File: config.mk
export PLATFORM = sky130hd
export DESIGN_NAME = serial_add_sub_flat
export DESIGN_NICKNAME = d
export VERILOG_FILES = /design/src/rtl/serial_add_sub_if.sv /design/src/rtl/serial_add_sub.sv /design/src/flat_wrapper.sv
export SDC_FILE = /design/constraint.sdc
export NUM_CORES = 1
export LEC_CHECK = 0
export CORE_UTILIZATION = 30
export DETAILED_ROUTE_END_ITERATION = 7
export DONT_BUFFER_PORTS = 1
export PLACE_DENSITY = 0.52
export REMOVE_ABC_BUFFERS = 1
export SLEW_MARGIN = 0
export SYNTH_ARGS = -nofsm -noshare
export SYNTH_HDL_FRONTEND = slang
export SYNTH_SLANG_ARGS = --single-unit
export TNS_END_PERCENT = 5
File: constraint.sdc
create_clock -name clk -period 1.75 [get_ports clk]
set_input_delay 0.2625 -clock clk [delete_from_list [all_inputs] [get_ports clk]]
set_output_delay 0.2625 -clock clk [all_outputs]
set_load 0.1 [all_outputs]
File: src/rtl/serial_add_sub_if.sv
// serial_add_sub_if
// Handshake and operand/result bundle for the bit-serial adder/subtractor.
//   start, sub, A, B              : requester -> adder (operation request)
//   busy, done, Sum, C_out,
//   overflow                      : adder -> requester (status and result)
// The master modport is the requester side; the slave modport is the adder.
interface serial_add_sub_if #(
  parameter int WIDTH = 8
);
  logic             start;
  logic             sub;
  logic [WIDTH-1:0] A;
  logic [WIDTH-1:0] B;
  logic             busy;
  logic             done;
  logic [WIDTH-1:0] Sum;
  logic             C_out;
  logic             overflow;

  modport master (
    output start, sub, A, B,
    input  busy, done, Sum, C_out, overflow
  );

  modport slave (
    input  start, sub, A, B,
    output busy, done, Sum, C_out, overflow
  );
endinterface

File: src/rtl/serial_add_sub.sv
// serial_add_sub
// Bit-serial adder/subtractor: one full-adder cell plus a carry flip-flop
// process the WIDTH-bit operands LSB first, one bit per clock.
// Ports:
//   clk  : rising-edge clock
//   rst  : synchronous active-high reset (wins over start, aborts a run)
//   bus  : serial_add_sub_if.slave
//          start/sub/A/B sampled only in IDLE;
//          busy high during RUN, done a one-cycle pulse in DONE;
//          Sum/C_out/overflow held until the next accepted start.
// Subtraction is A + ~B + 1: B is inverted at capture and the carry
// flip-flop is preloaded with 1, so C_out reads as NOT borrow.
module serial_add_sub #(
  parameter int WIDTH = 8,
  parameter int CW    = $clog2(WIDTH + 1)
) (
  input logic            clk,
  input logic            rst,
  serial_add_sub_if.slave bus
);

  typedef enum logic [1:0] {
    IDLE = 2'd0,
    RUN  = 2'd1,
    DONE = 2'd2
  } state_t;

  state_t           state_r;
  logic [WIDTH-1:0] a_sh_r;
  logic [WIDTH-1:0] b_sh_r;
  logic [WIDTH-1:0] sum_r;
  logic             carry_r;
  logic [CW-1:0]    count_r;
  logic             busy_r;
  logic             done_r;
  logic             cout_r;
  logic             ovf_r;

  logic             s_s;
  logic             c_s;
  logic             last_s;

  // Carry of a full adder.
  function automatic logic maj3(input logic x, input logic y, input logic z);
    return (x & y) | (x & z) | (y & z);
  endfunction

  // Single full-adder cell on the current LSBs and detection of the MSB step.
  always_comb begin
    s_s    = a_sh_r[0] ^ b_sh_r[0] ^ carry_r;
    c_s    = maj3(a_sh_r[0], b_sh_r[0], carry_r);
    last_s = (count_r == CW'(WIDTH - 1));
  end

  // Control FSM and serial datapath with registered status outputs.
  always_ff @(posedge clk) begin
    if (rst) begin
      state_r <= IDLE;
      a_sh_r  <= '0;
      b_sh_r  <= '0;
      sum_r   <= '0;
      carry_r <= 1'b0;
      count_r <= '0;
      busy_r  <= 1'b0;
      done_r  <= 1'b0;
      cout_r  <= 1'b0;
      ovf_r   <= 1'b0;
    end else begin
      case (state_r)
        IDLE: begin
          done_r <= 1'b0;
          if (bus.start) begin
            a_sh_r  <= bus.A;
            b_sh_r  <= bus.sub ? ~bus.B : bus.B;
            carry_r <= bus.sub;
            count_r <= '0;
            sum_r   <= '0;
            busy_r  <= 1'b1;
            state_r <= RUN;
          end else begin
            busy_r  <= 1'b0;
            state_r <= IDLE;
          end
        end
        RUN: begin
          sum_r   <= {s_s, sum_r[WIDTH-1:1]};
          a_sh_r  <= {1'b0, a_sh_r[WIDTH-1:1]};
          b_sh_r  <= {1'b0, b_sh_r[WIDTH-1:1]};
          carry_r <= c_s;
          if (last_s) begin
            // carry_r here is still the carry into the MSB.
            cout_r  <= c_s;
            ovf_r   <= carry_r ^ c_s;
            busy_r  <= 1'b0;
            done_r  <= 1'b1;
            state_r <= DONE;
          end else begin
            // Counter stops at WIDTH-1, so it never wraps.
            count_r <= count_r + CW'(1);
          end
        end
        DONE: begin
          done_r  <= 1'b0;
          state_r <= IDLE;
        end
        default: begin
          busy_r  <= 1'b0;
          done_r  <= 1'b0;
          state_r <= IDLE;
        end
      endcase
    end
  end

  assign bus.busy     = busy_r;
  assign bus.done     = done_r;
  assign bus.Sum      = sum_r;
  assign bus.C_out    = cout_r;
  assign bus.overflow = ovf_r;

endmodule
File: src/flat_wrapper.sv
// flat-port wrapper written by rule: the top's interface ports become plain ports
module serial_add_sub_flat 
#(
  parameter int WIDTH = 8,
  parameter int CW    = $clog2(WIDTH + 1)
)
  (clk, rst, bus_start, bus_sub, bus_A, bus_B, bus_busy, bus_done, bus_Sum, bus_C_out, bus_overflow);
  serial_add_sub_if #(.WIDTH(WIDTH)) bus_i ();
  input logic clk;
  input logic rst;
  input wire logic [$bits(bus_i.start)-1:0] bus_start;
  input wire logic [$bits(bus_i.sub)-1:0] bus_sub;
  input wire logic [$bits(bus_i.A)-1:0] bus_A;
  input wire logic [$bits(bus_i.B)-1:0] bus_B;
  output wire logic [$bits(bus_i.busy)-1:0] bus_busy;
  output wire logic [$bits(bus_i.done)-1:0] bus_done;
  output wire logic [$bits(bus_i.Sum)-1:0] bus_Sum;
  output wire logic [$bits(bus_i.C_out)-1:0] bus_C_out;
  output wire logic [$bits(bus_i.overflow)-1:0] bus_overflow;
  assign bus_i.start = bus_start;
  assign bus_i.sub = bus_sub;
  assign bus_i.A = bus_A;
  assign bus_i.B = bus_B;
  assign bus_busy = bus_i.busy;
  assign bus_done = bus_i.done;
  assign bus_Sum = bus_i.Sum;
  assign bus_C_out = bus_i.C_out;
  assign bus_overflow = bus_i.overflow;
  serial_add_sub #(.WIDTH(WIDTH), .CW(CW)) u_core (.clk(clk), .rst(rst), .bus(bus_i));
endmodule
After elaboration in Yosys (flattened, before gate mapping) --
Index checks and enable logic that the tools add are counted.
Word-level totals: register bits 35, input port bits 20, output and inout bits 12, word-level logic and storage cells 53
Cells by class: bitwise operators 11, add/sub/neg operators 1, muxes and demuxes 18, equality and inequality tests 6, reduce and logical (&&, ||, !) cells 7
Operators by type and width (count):
- 8-bit one-hot mux with 2 select lines | 3
- 8-bit 2-to-1 mux | 4
- 4-bit 2-to-1 mux | 2
- 8-bit inverter | 1
- 4-bit one-hot mux with 2 select lines | 1
- 2-bit AND reduction | 3
- 4-bit by 1-bit adder with 4-bit output (second input constant) | 1
- 4-bit by 3-bit equality test with 1-bit output (second input constant) | 1
- 1-bit 2-to-1 mux | 4
- 2-bit inequality test (second input constant) | 2
- 2-bit one-hot mux with 2 select lines | 1
- 1-bit bitwise AND | 3
- 1-bit one-hot mux with 3 select lines | 1
- 3-bit AND reduction | 1
- 1-bit XOR | 3
- 2-bit by 1-bit equality test with 1-bit output (second input constant) | 1
- 2-bit equality test (second input constant) | 1
- 2-bit logical NOT | 1
- 2-bit 2-to-1 mux | 1
- 2-bit by 1-bit inequality test with 1-bit output (second input constant) | 1
- 1-bit inverter | 2
- 1-bit OR | 2
- 1-bit one-hot mux with 2 select lines | 1
- 2-bit nonzero test | 1
- 2-bit OR reduction | 1

Longest topological paths before layout --
depth after elaboration 4, depth in mapped cells 5, depth with buffers taken out 5

Worst setup path before layout --
No wires, ideal clock.
path kind reg-to-reg, start point register u_core.count_r[0], end point register u_core.count_r[3], data required time 1.676 ns, cell stages (with the launch flop) 5, clock period less this slack 1.442 ns, arrival time 1.367 ns, slack 0.308 ns, library setup time 0.074 ns, cell sequence dfxtp_1 ha_1 and3b_1 or4_1 a31oi_1
On the way: longest elaborated chain between the ends 3, elaborated cells on any way between the ends 6, those cells by class 1 x add/sub; 2 x eq/ne; 2 x mux; 1 x reduce/logical
Ends and longest elaborated chain:
- start: declaration | line serial_add_sub.sv:33 | logic [CW-1:0] count_r;
- start signal: assignment | line serial_add_sub.sv:99 | count_r <= count_r + CW'(1);
- 4-bit by 1-bit adder with 4-bit output / 4-bit by 3-bit equality test with 1-bit output (equally long branches) | line serial_add_sub.sv:99, serial_add_sub.sv:52
- 4-bit 2-to-1 mux / 2-bit inequality test (equally long branches)
- 4-bit one-hot mux with 2 select lines / 3-bit AND reduction (equally long branches)
Several ways; a longest one is shown, not always the timed one. The select of a mux whose other input is x is not followed. A chain may end at the register's enable or synchronous reset.

Final worst setup path --
Ends and elaborated chain as after synthesis.

==> flow_summary_export.csv <==
group,metric,value,unit
sta,fin_crit,1.571,ns
grt,grt_max_degree,37,
sta,fmax,636.5,MHz
floorplanning,core,4848,µm²
worst_setup_path,required,1.97,ns
synthesis,syn-instance-count,174,
clocking,htreeDepth,2,
power,ir_worst_vdd,0.0005258,V
cells_and_area,finish.net_count,206,
synthesis,synth_top_area_cell,"dfxtp_1",
cells_and_area,multiInputGateArea,775.7,µm²
detailed_routing,postRouteAntennaNets,0,
clocking,insertion_delay,0.29,ns
power,p_per_area,1042,nW/µm²
floorplanning,dieArea,5476,µm²
run_status,status,"finished clean",
grt,grt_first_pass_wirelength,5382,µm
placed_design,port_buffers,0,
synthesis,ys_seq_area_share,45.05,%
clocking,clkTransAtPathRegs,0.08,ns
placed_design,post_dp_cell_area,1715,µm²
sta,setup_viol_count_final,0,
clocking,cts_resized,0,
floorplanning,rows,25,
synthesis,synthTopCellsByCount,"dfxtp_1, nor2_1, a21oi_1, a22oi_1",
flow_run,cap_violations,0,
floorplanning,fp.dieW,74,µm
cells_and_area,syn_to_final_growth,19.07,%
grt,gr-usage-all-layers,13.02,%
synthesis,synth.area.top_cells,"dfxtp_1, a22oi_1, nor2_1",
grt,grt_antenna_before_repair,0,
cells_and_area,fillers,493,
floorplanning,start_util,32.08,%
worst_setup_path,critPathMaxFanout,6,
detailed_routing,dr.pass1.iters,4,
synthesis,async_reset_ff_share,0,%
synthesis,syn_area,1555,µm²
sta,fin_crit_sh,89.78,%
synthesis,synth_edf_count,0,
detailed_routing,drc,0,
sta,fin_worst_skew,0.007663,ns
detailed_routing,routed_wirelength,3340,µm
synthesis,synth_warnings,0,
grt,grt.overflow.total,0,
worst_setup_path,end_kind,"flip-flop",
clocking,numCtsBuffers,5,
synthesis,syn_area_per_cell,8.938,µm²
detailed_routing,drtIter0Drc,71,
sta,slew_headroom,70.35,%
cells_and_area,final_cells,252,
worst_setup_path,worst-setup-path-type,"reg2reg",
clocking,root_buffer,"clkbuf_8",
detailed_routing,wl_per_cell,13.25,µm
synthesis,yosysMostFrequentCell,"dfxtp_1",
placed_design,dp.cells,244,
floorplanning,io_pins,32,
clocking,clock-sinks,35,
placed_design,dpl.hpwl,2331,µm
floorplanning,dieHeight,74,µm
sta,max_slew.worst_pin.slew,0.4439,ns
clocking,cts_tree,"yes",
synthesis,ys_ff_latch,35,
grt,grt_pass1_vias,1243,
synthesis,synth.distinct_cells,35,
worst_setup_path,arrival,1.79,ns
synthesis,synth_top_cell_area_share,45.05,%
synthesis,synth_ff_type,"dfxtp_1",
min_path,min_path_type,"in2reg",
cells_and_area,design_area,1852,µm²
sta,maxSlewViolCount,0,
cells_and_area,seq_area,700.7,µm²
clocking,holdBufCountCts,0,
cells_and_area,drive_gt1_share,18.38,%
sta,rsz0062_at_grt,"false",
placed_design,gp_congestion,0.7232,
detailed_routing,via_per_inst,5.119,
clocking,cts_setup_buffers,0,
worst_setup_path,start_kind,"flip-flop",
cells_and_area,diodes,0,
detailed_routing,route.vias.total,1290,
sta,hold_viol,0,
clocking,clockBufferDepth,2,
power,leakage,0.6696,nW
## metal layers
layer	up-vias	routed length, µm	global-route usage [%]
li1	638	-	-
met1	613	1441	14.44
met2	34	1709	22.93
met3	5	142	4.065
met4	0	46	5.556
met5	-	0	0
## registers in the layout (all words and copies together), names as in the netlist
name and cells:
u_core.a_sh_r 8, u_core.b_sh_r 8, u_core.bus.Sum 8, u_core.count_r 4
u_core.state_r 2, u_core.bus.C_out 1, u_core.bus.busy 1, u_core.bus.done 1
u_core.bus.overflow 1, u_core.carry_r 1
## placed cells by master (no fill, tap or decap), types with 5 or more instances in the layout
| cell | n |
|---|---|
| a21oi_1 | 14 |
| a22oi_1 | 14 |
| buf_4 | 16 |
| clkbuf_8 | 5 |
| dfxtp_1 | 35 |
| nand2b_1 | 9 |
| nor2_1 | 22 |
| nor3_1 | 9 |
| o22ai_1 | 5 |
| or3b_2 | 7 |
| xnor2_1 | 8 |
## worst max-delay path, stage by stage (launching register included)
cell and delay (ns):
dfxtp_1 0.34, ha_1 0.27, and3b_1 0.27, or4_1 0.47, a31oi_1 0.16
## metrics by stage
step                      TNS (ns)  hold slack (ns)  util, %  worst slack [ns]  total power, mW
final                            0          0.03980    38.19            0.1789            1.930
after global routing             0          0.01632    38.19           0.02128            2.018
after CTS                        0          0.02546    38.19            0.1927            1.945
after detailed placement         0           0.3390    35.38            0.2089            1.083
after global placement           0           0.3378    35.38            0.2652            1.075
after floorplan            -0.1229           0.3316        -          -0.07425            1.029
## final cells by class
type	instances	share of cell area, %
clock buffer	5	3.716
clock inverter	3	3.649
inverter	4	0.8108
multi-input combinational	121	41.89
sequential	35	37.84
tap	67	4.527
timing repair buffer	17	7.568
## report_power, final
group / total, mW / switching [mW] / internal, mW / leakage, nW
combinational: 0.203 / 0.113 / 0.0903 / 0.319
sequential: 0.860 / 0.0241 / 0.836 / 0.286
clock: 0.867 / 0.299 / 0.568 / 0.0644
## cells by family after synthesis
group,Yosys count,synth area share [%]
xor gates and xnor gates,9,5.069
adders and majority gates,2,2.092
and+or+nand+nor,62,22.37
DFF,35,45.05
buffers and inverters,18,5.068
AOI/OAI and AO/OA,48,20.35
## path summary, 6_finish.rpt
| path | start | end | slack (ns) | cells past startpoint |
|---|---|---|---|---|
| worst min-delay path | rst | u_core.a_sh_r[7] | 0.04 | 1 |
| worst max-delay path | u_core.count_r[0] | u_core.count_r[3] | 0.18 | 4 |
| worst min register to register | u_core.a_sh_r[6] | u_core.a_sh_r[6] | 0.49 | 2 |
| worst max register to register | u_core.count_r[0] | u_core.count_r[3] | 0.18 | 4 |
(Power assumes the default switching activity.)
